===== src/rtl/spi_rx_buffer.sv =====
// SPI mode-0 slave receiver feeding a 32-byte buffer that the serial transmitter drains by address.
// Optional sticky OVERRUN flag/port is built when SPI_RX_OVERRUN_EN is defined.
module spi_rx_buffer #(
    parameter int MSB_FIRST = 1
) (
    input  logic       CLK,
    input  logic       RESET,
    input  logic       SCK,
    input  logic       MOSI,
    input  logic       CS_N,
    input  logic [4:0] ADDR,
    output logic [7:0] BYTEOUT,
    output logic       READY,
    input  logic       CLEAR,
    output logic       FRAME_ERR
`ifdef SPI_RX_OVERRUN_EN
    ,
    output logic       OVERRUN
`endif
);

    typedef enum logic {
        FILL = 1'b0,
        FULL = 1'b1
    } state_e;

    logic       sck_s1_q, sck_s2_q, sck_s3_q;
    logic       mosi_s1_q, mosi_s2_q;
    logic       cs_s1_q, cs_s2_q, cs_s3_q;
    logic       sck_rise_s, cs_rise_s;

    logic [7:0] shift_q, shift_d, shifted_s;
    logic [2:0] bit_cnt_q, bit_cnt_d;
    logic       frame_err_q, frame_err_d;
    logic       byte_valid_s;

    state_e     state_q;
    logic [5:0] wptr_q;
    logic       ready_q;
    logic       mem_we_s;
    logic [7:0] mem_q [32];

    // Synchronisers; flops park at 1 so reset never fakes an SCK or CS_N edge.
    always_ff @(posedge CLK) begin
        if (!RESET) begin
            sck_s1_q  <= 1'b1;
            sck_s2_q  <= 1'b1;
            sck_s3_q  <= 1'b1;
            mosi_s1_q <= 1'b1;
            mosi_s2_q <= 1'b1;
            cs_s1_q   <= 1'b1;
            cs_s2_q   <= 1'b1;
            cs_s3_q   <= 1'b1;
        end else begin
            sck_s1_q  <= SCK;
            sck_s2_q  <= sck_s1_q;
            sck_s3_q  <= sck_s2_q;
            mosi_s1_q <= MOSI;
            mosi_s2_q <= mosi_s1_q;
            cs_s1_q   <= CS_N;
            cs_s2_q   <= cs_s1_q;
            cs_s3_q   <= cs_s2_q;
        end
    end

    assign sck_rise_s = sck_s2_q & ~sck_s3_q;
    assign cs_rise_s  = cs_s2_q & ~cs_s3_q;
    assign shifted_s  = (MSB_FIRST != 0) ? {shift_q[6:0], mosi_s2_q}
                                         : {mosi_s2_q, shift_q[7:1]};

    // Bit assembly: a deselect mid-byte discards the partial byte and flags a framing error.
    always_comb begin
        shift_d      = shift_q;
        bit_cnt_d    = bit_cnt_q;
        frame_err_d  = 1'b0;
        byte_valid_s = 1'b0;
        if (cs_s2_q) begin
            bit_cnt_d   = 3'd0;
            frame_err_d = cs_rise_s && (bit_cnt_q != 3'd0);
        end else if (sck_rise_s) begin
            shift_d      = shifted_s;
            bit_cnt_d    = bit_cnt_q + 3'd1;
            byte_valid_s = (bit_cnt_q == 3'd7);
        end else begin
            shift_d = shift_q;
        end
    end

    // Bit assembly state registers.
    always_ff @(posedge CLK) begin
        if (!RESET) begin
            shift_q     <= 8'h00;
            bit_cnt_q   <= 3'd0;
            frame_err_q <= 1'b0;
        end else begin
            shift_q     <= shift_d;
            bit_cnt_q   <= bit_cnt_d;
            frame_err_q <= frame_err_d;
        end
    end

    // Buffer FSM: CLEAR low always wins and restarts filling from address 0.
    always_ff @(posedge CLK) begin
        if (!RESET) begin
            state_q <= FILL;
            wptr_q  <= 6'd0;
            ready_q <= 1'b0;
        end else if (!CLEAR) begin
            state_q <= FILL;
            wptr_q  <= 6'd0;
            ready_q <= 1'b0;
        end else begin
            case (state_q)
                FILL: begin
                    if (wptr_q == 6'd32) begin
                        state_q <= FULL;
                        ready_q <= 1'b1;
                    end else if (byte_valid_s) begin
                        wptr_q <= wptr_q + 6'd1;
                    end
                end
                FULL: begin
                    ready_q <= 1'b1;
                end
                default: begin
                    state_q <= FILL;
                    wptr_q  <= 6'd0;
                    ready_q <= 1'b0;
                end
            endcase
        end
    end

    // wptr[5] also blocks the single cycle where wptr is 32 but the FSM is still in FILL.
    assign mem_we_s = RESET & CLEAR & byte_valid_s & (state_q == FILL) & ~wptr_q[5];

    // Byte storage; contents intentionally survive reset.
    always_ff @(posedge CLK) begin
        if (mem_we_s) begin
            mem_q[wptr_q[4:0]] <= shifted_s;
        end
    end

`ifdef SPI_RX_OVERRUN_EN
    logic overrun_q;

    // Sticky record of any received byte that could not be stored.
    always_ff @(posedge CLK) begin
        if (!RESET) begin
            overrun_q <= 1'b0;
        end else if (byte_valid_s && (!CLEAR || (state_q == FULL) || wptr_q[5])) begin
            overrun_q <= 1'b1;
        end else begin
            overrun_q <= overrun_q;
        end
    end

    assign OVERRUN = overrun_q;
`endif

    assign BYTEOUT   = mem_q[ADDR];
    assign READY     = ready_q;
    assign FRAME_ERR = frame_err_q;

endmodule


===== config.mk =====
export PLATFORM = sky130hd
export DESIGN_NAME = spi_rx_buffer
export DESIGN_NICKNAME = d
export VERILOG_FILES = /design/src/rtl/spi_rx_buffer.sv
export SDC_FILE = /design/constraint.sdc
export NUM_CORES = 1
export LEC_CHECK = 0
export CORE_UTILIZATION = 40
export DETAILED_ROUTE_END_ITERATION = 10
export PLACE_DENSITY = 0.62
export SYNTH_ARGS = -nofsm -noshare
export SYNTH_HDL_FRONTEND = slang
export SYNTH_SLANG_ARGS = --single-unit

===== constraint.sdc =====
create_clock -name CLK -period 3.4 [get_ports CLK]
set_input_delay 0.68 -clock CLK [delete_from_list [all_inputs] [get_ports CLK]]
set_output_delay 0.68 -clock CLK [all_outputs]
set_load 0.05 [all_outputs]

==> results by group, run 1 <==
Run status
  • Status: completed

CTS
  • CTS tree: built
  • Max clock buf depth: 3
  • Cts hold-fix bufs: 0
  • PostCTS Resize Cnt: 0
  • Clock Latency Late Sink: 0.53 ns
  • CTS root buffer: clkbuf_16
  • CTS clock-pin slew for the worst setup and hold paths: roughly 0.060 ns
  • # H-tree levels: 1
  • Post-CTS Setup Bufs: 0
  • Clock sink total: 283
  • CTS Buf Count: 29

Setup path
  • CP Cell Sequence: buf_4, buf_12, mux4_2, mux4_2, mux2_2, buf_4
  • Worst Setup Start Kind: input pin
  • RR Endpoint: mem_q[27][0]
  • Max stage delay cell, worst path: mux4_2
  • Worst r2r path cells: 7
  • Worst endpoint data arrival time: 2.66 ns
  • Critical Path Sink Type: primary output
  • R2R Setup Slk: 0.87 ns
  • Worst path required time: 2.72 ns
  • R2r startpoint: bit_cnt_q[1]
  • Crit path depth: 6
  • Crit Path Category: in2out
  • CP max FO: 15
  • CP bufs+invs: 3
  • Crit-path leading delay family: multiplexers
  • Slowest stage delay, CP: 0.57 ns

Yosys
  • Asr flop ratio synth: 0%
  • Top post-synthesis cells by area: edfxtp_1 (70%), mux4_2 (16%), dfxtp_1 (4.9%)
  • Cells after synthesis: 523
  • Post-synth top flop: edfxtp_1
  • FF+latch count, synth: about 280
  • Yosys cell types: 34
  • Post-Syn Nets: between 500 and 600
  • Most common cell in the netlist: edfxtp_1
  • Synth top cells by count: edfxtp_1 (256), mux4_2 (80), nor2_1 (44)
  • Post-synth top area share: 70.17%
  • Post-synthesis sequential area ratio: between 70% and 80%
  • Cell Area, Synth: approximately 0.011 sq mm
  • EDFF count, synth: 256
  • Yosys top cell by area: edfxtp_1
  • Syn_area_per_cell: 20.95 sq um
  • Yosys Warn Count: 0

Finish
  • Share of layout cells above drive strength 1: 29.59%
  • Filler cells: 2192
  • Area Growth Syn to Fin: 16.43%
  • Nets: 611
  • Post-route cell area: 0.01276 sq mm
  • Number of diodes: 0

Min path
  • WHS Endpoint: FRAME_ERR
  • Hold path cells: 1
  • Type of the worst min-delay path: reg2reg
  • Critical hold path startpoint: cs_s3_q

Drt
  • Avg Vias per Cell: 5.471
  • Initial DRC count: 575
  • WL/cell: 23.24 um
  • TritonRoute pass-1 iters: 5
  • WL final: 22.22 mm
  • Final antenna-violating net count: 0
  • Drt drc: 0
  • Vias: 5230

Power
  • Leak Pwr: 4.113 nW
  • Pwr per Cell Area: 555.7 mW/mm^2
  • Max VDD drop: 0.4216 mV

Global route
  • All-Layer GR Usage: 16.35%
  • Global route overflow: 0
  • Maximum number of pins on one net before global-route repair: between 40 and 50
  • Vias in the first global route: 5406
  • First-pass GRT wire length: 33.90 mm
  • Initial antenna violation count: 0

STA
  • Final Hold Fails: 0
  • Max Transition Viols Final: 0
  • Worst Skew: 0.009990 ns
  • Setup violators final: 0
  • Max_slew headroom: 10.37%
  • Worst Tran Pin Value: approximately 1.3 ns
  • Worst hold margin: 0.3973 ns
  • Min Tclk post-route: about 3.3 ns
  • Final TNS setup: 0 ns
  • FMAX: 0.2996 GHz
  • RSZ-0062 raised after global routing: no
  • Period utilisation layout: 98.17%

Floorplan
  • Die ar.: 0.02805 sq mm
  • DIE WIDTH: roughly 170 um
  • Die Ht: between 150 and 200 um
  • Area of the core: ~0.027 sq mm
  • Boundary pin count: 21
  • Initial Utilization: 40.76%
  • Cell row count: 60

Run
  • Max cap viols: 0

Placed design
  • Port Buffers: 20
  • Cell Area, Placed: 0.01185 sq mm
  • Gp weighted congestion: 0.7487
  • Post-DP HPWL: 14.43 mm
==> worst max-delay path by stage <==
stage | from | endpoint | slack (ns)
floorplan | ADDR[2] | BYTEOUT[0] | 0.22
global placement | ADDR[0] | BYTEOUT[0] | 0.06
detailed placement | ADDR[0] | BYTEOUT[7] | 0.07
CTS | ADDR[0] | BYTEOUT[1] | 0.05
global route | ADDR[0] | BYTEOUT[1] | 0.02
finish | ADDR[0] | BYTEOUT[1] | 0.06
==> routing by layer <==
metal	track usage [%]	vias up	share of wire, %
li1	-	2277	-
met1	23.58	2776	45
met2	26.49	150	49
met3	2.340	27	5.2
met4	3.670	0	1.4
met5	0	-	0
==> area by class of cell <==
class	count	area [sq um]	area share (%)
sequential	283	8228	64.50
timing repair buffer	65	598.1	4.689
tap	341	426.7	3.345
clock buffer	37	755.7	5.924
inverter	5	18.77	0.1471
clock inverter	16	148.9	1.167
multi-input combinational	209	2580	20.23
==> placed cells by master, fill, tap and decap left out, types with 2 or more instances in the layout <==
cell type	instances
clkbuf_16	29
buf_4	47
bufinv_16	3
nand2b_1	9
nor2_1	44
nand2_1	16
nand3_1	3
clkinv_1	8
ha_1	7
dfxtp_1	27
clkdlybuf4s50_1	10
edfxtp_1	256
o21ai_0	7
a21oi_1	3
buf_12	7
clkinv_2	4
inv_1	5
mux4_2	80
mux2i_1	3
clkbuf_1	8
a21boi_0	7
xnor2_1	4
mux2_2	8
nor3_1	2
nand3b_1	4
==> report_power, final <==
part           switching (mW)  internal (mW)
combinational           0.160          0.152
sequential            0.00277           3.74
clock                    1.24           1.79
==> through the flow <==
step,worst slack (ns),total power [mW],instances,utilization (%)
after global routing,0.02004,7.297,956,47.46
final,0.06206,7.088,956,47.46
after CTS,0.05248,7.149,956,47.46
after detailed placement,0.06578,4.137,903,44.10
after global placement,0.05610,4.136,903,44.10
after floorplan,0.2186,4.037,523,-
==> registers in the layout, summed over array words and instances (netlist names) <==
| name | cells |
|---|---|
| sck_s1_q | 1 |
| READY | 1 |
| mosi_s2_q | 1 |
| FRAME_ERR | 1 |
| mosi_s1_q | 1 |
| wptr_q | 6 |
| cs_s1_q | 1 |
| cs_s2_q | 1 |
| sck_s2_q | 1 |
| mem_q | 256 |
| state_q | 1 |
| shift_q | 7 |
| bit_cnt_q | 3 |
| sck_s3_q | 1 |
| cs_s3_q | 1 |
==> kinds of logic (layout without fill, tap and decap cells) <==
| kind of cell | count (synthesis) | count (layout) | synth area share, % |
|---|---|---|---|
| AND/OR/NAND/NOR | 85 | 85 | 3.563 |
| adder cells (fa/ha/maj) | 7 | 7 | 0.7994 |
| flip-flops | 283 | 283 | 75.10 |
| multiplexers | 91 | 91 | 17.54 |
| buffers and inverters | 31 | 123 | 1.348 |
| XOR/XNOR | 4 | 4 | 0.3197 |
| AO/OA/AOI/OAI | 22 | 22 | 1.325 |
Note: power is estimated with default switching activity, not from simulation.
==> inputs of run 2 (changes only) <==
--- a/config.mk
+++ b/config.mk
@@ -7,2 +7,3 @@
 export LEC_CHECK = 0
+export CAP_MARGIN = 25
 export CORE_UTILIZATION = 40
==> constraint.sdc (replaced) <==
create_clock -name CLK -period 3.4 [get_ports CLK]
set_input_delay 0.51 -clock CLK [delete_from_list [all_inputs] [get_ports CLK]]
set_output_delay 0.51 -clock CLK [all_outputs]
set_load 0.05 [all_outputs]
==> run 2 against run 1 <==
  * Via count shrank 1.3%
  * Hold slack is essentially flat
  * Critical path type unchanged
  * Sequential power is essentially flat
  * Power shrank 0.68%
==> results by group, run 2 (same netlist as run 1, synthesis figures left out) <==
Global route
  • Vias in the first global route: 5393 (-0.24%)
  • Met2 usage: 26.65% (+0.16 points)
  • Maximum number of pins on one net before global-route repair: 65 (+41%)
  • Met3 Track Usage GR: 3.002% (+0.66 points)
  • Met1 Resource Use GR: 22.89% (-0.69 points)
  • GRT busiest layer: met2
  • Initial antenna violation count: 1 (+1)
  • First-pass GRT wire length: 33.86 mm (-0.12%)
  • Global route overflow: 0 (unchanged)
  • All-Layer GR Usage: 16.26% (-0.086 points)

Finish
  • Largest register FFs: 256 (unchanged)
  • Filler cells: 2214 (+1.0%)
  • Area Growth Syn to Fin: 16.07%
  • Commonest non-fill, non-tap cell in the layout: edfxtp_1
  • Nets: 606 (-0.82%)
  • Share of layout cells above drive strength 1: 30.16% (+0.57 points)
  • Number of diodes: 0 (unchanged)
  • Most frequent cells in the layout: edfxtp_1 (256), mux4_2 (80), nor2_1 (44), buf_4 (44), clkbuf_16 (31)

Power
  • Pwr per Cell Area: 553.6 mW/mm^2 (-0.37%)
  • Max VDD drop: 0.3086 mV (-27%)
  • Leak Pwr: 4.092 nW (-0.51%)

CTS
  • Clock Latency Late Sink: 0.52 ns (about the same)
  • CTS tree: built
  • CTS Buf Count: 28 (-3.4%)
  • # H-tree levels: 1 (unchanged)
  • Post-CTS Setup Bufs: 0 (unchanged)
  • CTS clock-pin slew for the worst setup and hold paths: 0.06 ns (about the same)
  • Max clock buf depth: 3 (unchanged)
  • Cts hold-fix bufs: 0 (unchanged)
  • Clock sink total: 283 (unchanged)
  • PostCTS Resize Cnt: 0 (unchanged)
  • CTS root buffer: clkbuf_16

STA
  • Max_slew headroom: 42.85% (+32 points)
  • RSZ-0062 raised after global routing: no
  • Worst Tran Pin Value: 0.8541 ns (-0.4884 ns)
  • Worst hold margin: 0.3977 ns (+0.0003820 ns)
  • Worst Slack Setup Final: 0.3305 ns (+0.2684 ns)
  • Max Transition Viols Final: 0 (unchanged)
  • Worst Skew: 0.01437 ns (+0.004380 ns)
  • Min Tclk post-route: 3.069 ns (-0.2684 ns)
  • FMAX: 0.3258 GHz (+8.7%)
  • Period utilisation layout: 90.28% (-7.9 points)
  • Final Hold Fails: 0 (unchanged)
  • Final TNS setup: 0 ns (unchanged)
  • Setup violators final: 0 (unchanged)

Setup path
  • Worst path required time: 2.89 ns (+0.17 ns)
  • Worst Setup Start Kind: input pin
  • CP max FO: 15 (unchanged)
  • Crit Path Category: in2out
  • Worst endpoint data arrival time: 2.56 ns (-0.10 ns)
  • Critical Path Sink Type: primary output

Drt
  • WL final: 22.03 mm (-0.86%)
  • TritonRoute pass-1 iters: 5 (unchanged)
  • Initial DRC count: 536 (-6.8%)
  • Drt drc: 0 (unchanged)
  • Final antenna-violating net count: 0 (unchanged)
  • Avg Vias per Cell: 5.429 (-0.76%)
  • WL/cell: 23.16 um (-0.33%)
  • Vias: 5163 (-1.3%)

Floorplan
  • Boundary pin count: 21 (unchanged)
  • Die ar.: 0.02805 sq mm (unchanged)
  • Die Ht: 167.5 um (unchanged)
  • Area of the core: 0.02688 sq mm (unchanged)
  • DIE WIDTH: 167.5 um (unchanged)
  • Initial Utilization: 40.76% (unchanged)
  • Cell row count: 60 (unchanged)

Placed design
  • Post-DP HPWL: 14.11 mm (-2.2%)
  • Port Buffers: 20 (unchanged)
  • Dpl ws: 0.2736 ns (+0.2078 ns)
  • Gp weighted congestion: 0.7577 (+1.2%)

Run status
  • Status: completed

Run
  • Max cap viols: 0 (unchanged)

Min path
  • Type of the worst min-delay path: reg2reg
[run 2: worst max-delay path: stages]
cell,delay (ns)
buf_4,0.14
buf_4,0.32
mux4_2,0.56
mux4_2,0.51
mux2_2,0.30
buf_4,0.20
[run 2: cell type report]
| class | count | area [sq um] | area share (%) |
|---|---|---|---|
| Clock buffer | 40 | 823.3 | 6.474 |
| Clock inverter | 12 | 86.33 | 0.6789 |
| Inverter | 5 | 18.77 | 0.1476 |
| Multi-Input combinational cell | 209 | 2580 | 20.29 |
| Sequential cell | 283 | 8228 | 64.71 |
| Tap cell | 341 | 426.7 | 3.355 |
| Timing Repair Buffer | 61 | 553.0 | 4.349 |
[run 2: path summary, 6_finish.rpt]
check	startpoint	endpoint	slack, ns	cells past startpoint
max	ADDR[0]	BYTEOUT[4]	0.33	6
min	cs_s3_q	FRAME_ERR	0.40	1
max reg2reg	bit_cnt_q[1]	mem_q[21][3]	0.39	6
min reg2reg	cs_s3_q	FRAME_ERR	0.40	1
[run 2: metal layers]
layer	part of all wire, %	up-vias
met5	0	-
met4	1.3	0
met3	6.1	22
met2	49	144
met1	43	2734
li1	-	2263
[run 2: metrics by stage]
| stage | utilization [%] | power (mW) | std cells | cell area (sq um) |
|---|---|---|---|---|
| after floorplan | - | 4.037 | 523 | 10960 |
| after global placement | 43.72 | 4.129 | 896 | 11750 |
| after detailed placement | 43.77 | 4.132 | 897 | 11760 |
| after CTS | 47.16 | 7.110 | 949 | 12670 |
| after global routing | 47.31 | 7.247 | 951 | 12720 |
| final | 47.31 | 7.040 | 951 | 12720 |
[run 2: where the power goes]
part | internal [mW] | total (mW) | leakage, nW | switching [mW]
Clock | 1.76 | 2.99 | 0.452 | 1.23
Combinational | 0.146 | 0.306 | 1.07 | 0.160
Sequential | 3.74 | 3.75 | 2.57 | 0.00256
Total | 5.65 | 7.04 | 4.09 | 1.39
==> variant: new RTL, config.mk and constraints of run 1 <==
Build with the macro `SPI_RX_OVERRUN_EN` defined.
--- a/src/rtl/spi_rx_buffer.sv
+++ b/src/rtl/spi_rx_buffer.sv
@@ -1,4 +1,6 @@
 // SPI mode-0 slave receiver feeding a 32-byte buffer that the serial transmitter drains by address.
 // Optional sticky OVERRUN flag/port is built when SPI_RX_OVERRUN_EN is defined.
+`define SPI_RX_OVERRUN_EN
+
 module spi_rx_buffer #(
     parameter int MSB_FIRST = 1
Function (old outputs only; new: OVERRUN): kept (equiv_simple and equiv_induct, registers matched by name and starting in step).
==> variant against run 1 <==
Sequential cell count is 1 higher; design area rose by 0.12%; worst setup slack worse by 0.0094 ns; synthesized area up 0.42%; cell count up 0.63%; synthesized cell count is 0.96% higher; power shrank 1.6%; wire length grew 1.5%; highest routed layer unchanged.
==> variant: results (changes against run 1) <==
Status -> finished clean
RePlAce Congestion -> 0.785 (+4.9%)
IO buf count -> 21 (+5.0%)
Reg2Reg Setup Slack -> 0.73 ns (-0.14 ns)
DP HPWL -> 14100 um (-2.0%)
Share of cells above drive strength 1 -> 0.296 (+0.000361)
Worst Tran Pin Value -> 1.24 ns (-0.101 ns)
Initial antenna violation count -> 0 (unchanged)
Synth Area in Adders -> 0.00796 (-0.0000336)
Placed instance count -> 910 (+0.78%)
Synth area leaders -> edfxtp_1 (70%), mux4_2 (16%), dfxtp_1 (5.1%)
Post-layout nets -> 618 (+1.1%)
Worst r2r src -> bit_cnt_q[1]$_SDFFE_PP0N_
Commonest cells in the netlist -> edfxtp_1 (256), mux4_2 (80), nor2_1 (43)
First-pass GRT wire length -> 34100 um (+0.51%)
Inserted Clock Buffers -> 29 (unchanged)
Largest stage delay, worst path -> 0.56 ns
Non-Filler Instances -> 962 (+0.63%)
CP arrival -> 2.67 ns (about the same)
Fin crit period -> 3.35 ns (+0.00939 ns)
Sequential element share of the synthesized area -> 0.750 (-0.00134)
Synth Area per Inst -> 20.8 um^2 (-0.53%)
Clock skew -> 0.0195 ns (+0.00953 ns)
Largest net degree at the start of global routing -> 35 (-24%)
Global Route met3 Usage -> 0.0268 (+0.00340)
Slew margin rel. -> 0.171 (+0.0674)
Drt total wl -> 22500 um (+1.5%)
Peak VDD IR -> 300 uV (-29%)
Grt met1 use -> 0.229 (-0.00693)
Internal power -> 5.55 mW (-2.5%)
Worst Path Max Fanout -> 10 (-5)
Xor-xnor portion of the synthesized cell area -> 0.00318 (-0.0000135)
Leakage power -> 4.09 nW (-0.49%)
Hold slack -> 0.414 ns (+0.0170 ns)
Area after DPL -> 0.0119 mm^2 (+0.40%)
Worst-Skew Late Latency -> 0.55 ns (+0.02 ns)
DP Worst Slack -> -0.0114 ns (-0.0772 ns)
Initial DRC count -> 462 (-20%)
Synth Area in Compound Gates -> 0.0149 (+0.00165)
Synth Net Count -> 546 (+0.92%)
GR Util met2 -> 0.271 (+0.00598)
Fill cell count -> 2187 (-0.23%)
Vias in the first global route -> 5451 (+0.83%)
Via count -> 5236 (+0.11%)
Worst R2R End -> mem_q[11][3]$_DFFE_PP_
-- variant: how the worst max path moves through the flow --
stage                        from    endpoint  depth (start not counted)
after global placement    ADDR[0]  BYTEOUT[7]                          6
after global routing      ADDR[0]  BYTEOUT[0]                          6
after detailed placement  ADDR[0]  BYTEOUT[7]                          6
final                     ADDR[0]  BYTEOUT[7]                          6
after CTS                 ADDR[0]  BYTEOUT[0]                          6
after floorplan           ADDR[2]  BYTEOUT[0]                          5
-- variant: layout make-up --
| type | instances | area (um^2) | area share |
|---|---|---|---|
| inverter | 7 | 26.3 | 0.00206 |
| tap | 341 | 427 | 0.0334 |
| clock buffer | 36 | 752 | 0.0589 |
| sequential | 284 | 8250 | 0.646 |
| clock inverter | 16 | 109 | 0.00852 |
| multi-input combinational | 212 | 2600 | 0.204 |
| timing repair buffer | 66 | 607 | 0.0475 |
-- variant: per-layer routing --
layer	wire length, um	up-vias
met4	398	0
met3	1260	33
met2	11000	162
met5	0	-
li1	-	2290
met1	9870	2751
-- variant: repair_timing --
action | in CTS | in global routing
hold endpoints to repair | 0 | 0
resized for setup | 1 | 1
setup endpoints to repair | 1 | 1
-- variant: cell families (layout without fill, tap and decap cells) --
kind of cell	after synthesis	in the layout
flip-flops	284	284
multiplexers	91	91
AND/OR/NAND/NOR	85	85
buffers and inverters	32	125
AO/OA/AOI/OAI	25	25
adder cells (fa/ha/maj)	7	7
XOR/XNOR	4	4
-- variant: power by group through the flow --
stage / logic, mW / clock network (mW) / registers (mW)
CTS: 0.312 / 2.97 / 3.76
detailed placement: 0.311 / 0 / 3.84
floorplan: 0.215 / 0 / 3.83
global route: 0.322 / 3.09 / 3.76
global placement: 0.309 / 0 / 3.84
finish: 0.307 / 2.91 / 3.76
